===== src/rtl/seg7_sampler_if.sv =====
// Segment sampler bus: raw segment input plus the qualified-pattern outputs.
interface seg7_sampler_if #(
    parameter int unsigned EMIT_W = 8
);
    logic [6:0]        seg_in;
    logic [6:0]        seg_out;
    logic              valid;
    logic              err;
    logic [EMIT_W-1:0] emit_cnt;

    modport master (
        output seg_in,
        input  seg_out, valid, err, emit_cnt
    );

    modport slave (
        input  seg_in,
        output seg_out, valid, err, emit_cnt
    );
endinterface


===== src/rtl/seg7_sampler.sv =====
// Samples a raw 7-segment bus, qualifies it over STABLE_CYCLES identical samples and
// classifies it as blank, a legal digit (valid pulse) or an illegal code (err pulse).
module seg7_sampler #(
    parameter int unsigned STABLE_CYCLES = 4,
    parameter int unsigned STAB_W        = 3,
    parameter int unsigned EMIT_W        = 8
) (
    input  logic           clk,
    input  logic           rst,
    seg7_sampler_if.slave  bus
);
    localparam logic [STAB_W-1:0] CNT_LAST = STAB_W'(STABLE_CYCLES - 1);
    localparam logic [STAB_W-1:0] CNT_ONE  = STAB_W'(1);
    localparam logic [6:0]        BLANK    = 7'b0000000;

    typedef enum logic [2:0] {
        IDLE   = 3'd0,
        SETTLE = 3'd1,
        EMIT   = 3'd2,
        ERR    = 3'd3,
        HOLD   = 3'd4
    } state_t;

    state_t            state, state_n;
    logic [6:0]        in_q;
    logic [6:0]        cand, cand_n;
    logic [STAB_W-1:0] cnt, cnt_n;
    logic [6:0]        seg_out_q, seg_out_n;
    logic              valid_q, valid_n;
    logic              err_q, err_n;
    logic [EMIT_W-1:0] emit_q, emit_n;

    // Digits 0..9, segment order a..g with a in the MSB.
    function automatic logic is_legal(input logic [6:0] p);
        case (p)
            7'b1111110, 7'b0110000, 7'b1101101, 7'b1111001, 7'b0110011,
            7'b1011011, 7'b1011111, 7'b1110000, 7'b1111111, 7'b1110011: is_legal = 1'b1;
            default:                                                    is_legal = 1'b0;
        endcase
    endfunction

    always_ff @(posedge clk) begin
        if (rst) begin
            state     <= IDLE;
            in_q      <= BLANK;
            cand      <= BLANK;
            cnt       <= '0;
            seg_out_q <= BLANK;
            valid_q   <= 1'b0;
            err_q     <= 1'b0;
            emit_q    <= '0;
        end else begin
            state     <= state_n;
            in_q      <= bus.seg_in;
            cand      <= cand_n;
            cnt       <= cnt_n;
            seg_out_q <= seg_out_n;
            valid_q   <= valid_n;
            err_q     <= err_n;
            emit_q    <= emit_n;
        end
    end

    always_comb begin
        state_n   = state;
        cand_n    = cand;
        cnt_n     = cnt;
        seg_out_n = seg_out_q;
        valid_n   = 1'b0;
        err_n     = 1'b0;
        emit_n    = emit_q;

        case (state)
            IDLE, HOLD, EMIT, ERR: begin
                // Pulse states always last one cycle; a change seen meanwhile starts a new qualification.
                if (in_q != cand) begin
                    state_n = SETTLE;
                    cand_n  = in_q;
                    cnt_n   = CNT_ONE;
                end else if (state == EMIT || state == ERR) begin
                    state_n = HOLD;
                end
            end
            SETTLE: begin
                if (in_q != cand) begin
                    cand_n = in_q;
                    cnt_n  = CNT_ONE;
                end else if (cnt < CNT_LAST) begin
                    cnt_n = cnt + CNT_ONE;
                end else if (cand == BLANK) begin
                    state_n = IDLE;
                end else if (is_legal(cand)) begin
                    state_n   = EMIT;
                    seg_out_n = cand;
                    valid_n   = 1'b1;
                    emit_n    = emit_q + EMIT_W'(1);
                end else begin
                    state_n = ERR;
                    err_n   = 1'b1;
                end
            end
            default: state_n = IDLE;
        endcase
    end

    assign bus.seg_out  = seg_out_q;
    assign bus.valid    = valid_q;
    assign bus.err      = err_q;
    assign bus.emit_cnt = emit_q;
endmodule


===== src/flat_wrapper.sv =====
// flat-port wrapper written by rule: the top's interface ports become plain ports
module seg7_sampler_flat 
#(
    parameter int unsigned STABLE_CYCLES = 4,
    parameter int unsigned STAB_W        = 3,
    parameter int unsigned EMIT_W        = 8
)
  (clk, rst, bus_seg_in, bus_seg_out, bus_valid, bus_err, bus_emit_cnt);
  seg7_sampler_if #(.EMIT_W(EMIT_W)) bus_i ();
  input  logic clk;
  input  logic rst;
  input wire logic [$bits(bus_i.seg_in)-1:0] bus_seg_in;
  output wire logic [$bits(bus_i.seg_out)-1:0] bus_seg_out;
  output wire logic [$bits(bus_i.valid)-1:0] bus_valid;
  output wire logic [$bits(bus_i.err)-1:0] bus_err;
  output wire logic [$bits(bus_i.emit_cnt)-1:0] bus_emit_cnt;
  assign bus_i.seg_in = bus_seg_in;
  assign bus_seg_out = bus_i.seg_out;
  assign bus_valid = bus_i.valid;
  assign bus_err = bus_i.err;
  assign bus_emit_cnt = bus_i.emit_cnt;
  seg7_sampler #(.STABLE_CYCLES(STABLE_CYCLES), .STAB_W(STAB_W), .EMIT_W(EMIT_W)) u_core (.clk(clk), .rst(rst), .bus(bus_i));
endmodule

===== config.mk =====
export PLATFORM = sky130hd
export DESIGN_NAME = seg7_sampler_flat
export DESIGN_NICKNAME = d
export VERILOG_FILES = /design/src/rtl/seg7_sampler_if.sv /design/src/rtl/seg7_sampler.sv /design/src/flat_wrapper.sv
export SDC_FILE = /design/constraint.sdc
export NUM_CORES = 1
export LEC_CHECK = 0
export ABC_AREA = 1
export CAP_MARGIN = 20
export CELL_PAD_IN_SITES_DETAIL_PLACEMENT = 0
export CELL_PAD_IN_SITES_GLOBAL_PLACEMENT = 1
export CORE_MARGIN = 5
export CORE_UTILIZATION = 35
export DETAILED_ROUTE_END_ITERATION = 10
export HOLD_SLACK_MARGIN = 0.12
export PLACE_DENSITY = 0.77
export SKIP_LAST_GASP = 1
export SLEW_MARGIN = 10
export SYNTH_ARGS = -nofsm -noshare
export SYNTH_HDL_FRONTEND = slang
export SYNTH_SLANG_ARGS = --single-unit

===== constraint.sdc =====
create_clock -name clk -period 1.5 [get_ports clk]
set_clock_uncertainty 0.15 [all_clocks]
set_input_delay 0.375 -clock clk [delete_from_list [all_inputs] [get_ports clk]]
set_output_delay 0.375 -clock clk [all_outputs]
set_load 0.005 [all_outputs]

==> results.py <==
metrics = {
    "outcome": {
        "status": "finished, violations left",
        "violations": "negative setup slack",
    },
    "synthesis": {
        "muxShareOfSynthArea_pct": 0,
        "synth_compound_area_share_pct": 7.93,
        "syn-cell-area_um2": 1880,
        "synth_warnings": 0,
        "async_reset_ff_share_pct": 0,
        "synth-edff-count": 0,
        "synthCells": 268,
        "yosys_most_used_dff": "dfxtp_1",
        "avgSynthCellArea_um2": 7.00,
        "synth_cell_types": 31,
        "synth_nets": 279,
        "ys_seq_area_share_pct": 39.5,
        "yosys.area_share.simple_pct": 34.9,
        "synth_xor_xnor_area_share_pct": 6.00,
        "synth_top_family_by_area": "simple AND/OR/NAND/NOR gates",
        "ys_ff_latch": 37,
        "synthAdderAreaFrac_pct": 1.33,
    },
    "sta": {
        "final.setup.tns_ps": -5140,
        "min_period_over_period_pct": 116,
        "whs_ps": 318,
        "fin_crit_ps": 1740,
        "setup_ws_ps": -237,
        "slew_violations": 0,
        "fmax_mhz": 576,
        "setup_viol": 29,
        "rsz0062_at_grt": "yes",
        "worst_slew_pin_slew_ps": 324,
        "hold_viol": 0,
        "relSlewSlack_pct": 78.1,
    },
    "route": {
        "wl_per_cell_um": 12.3,
        "firstDrtPassIters": 4,
        "wl_mm": 4.98,
        "dr.first_iter.drc_count": 58,
        "ant_nets": 0,
        "vias": 1868,
        "vias_per_cell": 4.62,
        "route.detailed.drc": 0,
    },
    "placed_design": {
        "place_area_um2": 2480,
        "io_buffer_count": 25,
        "gp_congestion": 0.820,
        "dpl.hpwl_mm": 3.37,
    },
    "critical_path": {
        "worstPathMaxFanout": 8,
        "cp_num_buf_inv": 5,
        "worstPathCellList": "inv_2 -> nand2_2 -> nand2_2 -> inv_2 -> nand2_2 -> nor2_4 -> nand2_4 -> buf_4 -> nand2_8 -> buf_6 -> buf_4 -> a21oi_1",
        "cp_slowest_cell": "dfxtp_4",
        "crit_path_end_kind": "flop",
        "critPathLaunchType": "flop",
        "cpLargestDelayFamily": "simple AND/OR/NAND/NOR gates",
        "cp.required_ps": 1530,
        "crit_path_max_incr_delay_ps": 370,
        "worst-setup-path-type": "flop to flop",
        "cpMostUsedCell": "nand2_2",
        "cp_data_arrival_time_ps": 1770,
    },
    "clocking": {
        "clkTransAtPathRegs_ps": 70,
        "cts_tree": "built",
        "cts_root_buf": "clkbuf_8",
        "htreeDepth": 2,
        "insertion_delay_ps": 300,
        "numCtsBuffers": 5,
        "cts_num_sinks": 37,
        "clockBufferDepth": 2,
    },
    "floorplan": {
        "die_w_um": 83.2,
        "die_y_um": 83.2,
        "io_pins": 26,
        "initial_utilization_pct": 36.3,
        "die-area_um2": 6930,
        "fp-row-count": 26,
        "core_area_um2": 5170,
    },
    "power_and_ir_drop": {
        "p_sw_share_pct": 37.1,
        "power.switching_w": 0.00129,
        "p_total_w": 0.00348,
        "cellLeakagePower_nw": 1.34,
        "intPower_w": 0.00219,
        "seq_power_share_pct": 34.3,
        "pwr-share-comb_pct": 41.5,
        "power_density_nw_per_um2": 1230,
        "power_frac_clock_pct": 24.1,
        "ir_drop_mv": 0.466,
    },
    "final_layout": {
        "final_util_pct": 54.6,
        "syn_to_final_growth_pct": 50.5,
        "layout.nets": 345,
        "layout-drive-gt1-share_pct": 33.8,
        "final_cell_area_um2": 2830,
        "num_antenna_cells": 0,
        "n_fill_cell": 505,
    },
    "worst_hold_path": {
        "min_path_type": "flop to flop",
    },
    "global_routing": {
        "antenna_found_initial": 0,
        "track_usage_pct": 14.5,
        "overflow": 0,
        "first_global_vias": 1801,
        "grt_pass1_wl_mm": 8.26,
        "grt_max_degree": 21,
    },
    "run": {
        "cap_viol_max_count": 0,
    },
}
==> worst reg2reg max path, cell delays in order (launching register included) <==
cell and delay (ps):
dfxtp_4 370, inv_2 40, nand2_2 50, nand2_2 60, inv_2 50, nand2_2 60
nor2_4 190, nand2_4 100, buf_4 160, nand2_8 90, buf_6 140, buf_4 110
a21oi_1 50
==> power groups by stage <==
stage / sequential, W / combinational [W] / clock, W
after global routing: 0.00121 / 0.00158 / 0.000910
final: 0.00119 / 0.00144 / 0.000840
after CTS: 0.00119 / 0.00120 / 0.000868
after detailed placement: 0.00121 / 0.00115 / 0
after floorplan: 0.00119 / 0.000747 / 0
after global placement: 0.00120 / 0.00114 / 0
==> Yosys cell counts (2+ instances only) <==
cell	instances	area, µm²
nand2_1	51	191
nor2_1	46	173
dfxtp_1	37	741
inv_1	30	113
nand3_1	26	130
a21oi_1	18	90.1
o21ai_0	8	40.0
inv_2	6	22.5
xnor2_1	6	52.6
xor2_1	5	43.8
nand4_1	4	25.0
clkbuf_1	3	11.3
buf_4	2	15.0
clkinv_1	2	7.51
ha_1	2	25.0
nand2_2	2	12.5
nand3_4	2	35.0
nor2_2	2	12.5
nor2_4	2	22.5
nor3_1	2	10.0
o21ai_1	2	10.0
==> cell families after synthesis <==
family,count (synthesis)
AND/OR/NAND/NOR,141
AO/OA/AOI/OAI,29
adder cells (fa/ha/maj),2
buffers and inverters,47
flip-flops,37
XOR/XNOR,12
==> flip-flops by register name, indices dropped and copies added, names as in the netlist <==
register             count
u_core.bus.emit_cnt      8
u_core.bus.err           1
u_core.bus.seg_out       7
u_core.bus.valid         1
u_core.cand              7
u_core.cnt               3
u_core.in_q              7
u_core.state             3
==> stage by stage <==
step,setup WS (ps),instances
CTS,-175,396
global placement,-144,385
detailed placement,-182,385
floorplan,-51.2,268
global route,-338,404
finish,-237,404
==> layout make-up <==
| type | count | area [µm²] | area share (%) |
|---|---|---|---|
| Multi-Input combinational cell | 186 | 1130 | 40.0 |
| Timing Repair Buffer | 64 | 582 | 20.6 |
| Timing Repair inverter | 1 | 6.26 | 0.221 |
| Inverter | 39 | 151 | 5.36 |
| Sequential cell | 37 | 763 | 27.0 |
| Tap cell | 70 | 87.6 | 3.10 |
| Clock buffer | 5 | 68.8 | 2.44 |
| Clock inverter | 2 | 35.0 | 1.24 |
==> layout by cell type (no fill, tap or decap), types with 2 or more instances in the layout <==
master	n
a21oi_1	13
a21oi_2	6
buf_12	3
buf_4	32
buf_6	3
clkbuf_8	5
clkdlybuf4s50_1	8
dfxtp_1	23
dfxtp_2	12
dfxtp_4	2
dlygate4sd2_1	16
ha_1	2
inv_1	29
inv_2	8
nand2_1	41
nand2_2	9
nand2_4	2
nand3_1	18
nand3_2	8
nand3_4	4
nand4_1	4
nor2_1	42
nor2_2	2
nor2_4	7
o21ai_0	8
xnor2_1	6
xor2_1	5
==> path summary, 6_finish.rpt <==
path                                                         start                                 end  slack [ps]  cells after the start
worst max-delay path                   u_core.cand[2]$_SDFFE_PP0P_         u_core.cand[6]$_SDFFE_PP0P_        -240                     12
worst min-delay path            u_core.bus.seg_out[0]$_SDFFE_PP0P_  u_core.bus.seg_out[0]$_SDFFE_PP0P_         320                      2
worst max register to register         u_core.cand[2]$_SDFFE_PP0P_         u_core.cand[6]$_SDFFE_PP0P_        -240                     12
worst min register to register  u_core.bus.seg_out[0]$_SDFFE_PP0P_  u_core.bus.seg_out[0]$_SDFFE_PP0P_         320                      2
==> routing by layer <==
layer  global-route usage (%)  vias to the layer above  share of wire, %  wire length, µm
met3                     3.47                        8               2.6              131
met5                        0                        -                 0                0
met4                     7.13                        0               2.2              112
met2                     23.0                       24                47             2320
met1                     18.4                      857                48             2410
li1                         -                      979                 -                -
==> repair_timing <==
item,in CTS,in global routing
endpoints found under the setup margin,47,31
setup buffers,2,8
gates resized for setup,27,42
hold buffers,0,0
gates cloned,2,1
endpoints found under the hold margin,0,0
pin swaps,5,18
Note: power is estimated with default switching activity, not from simulation.
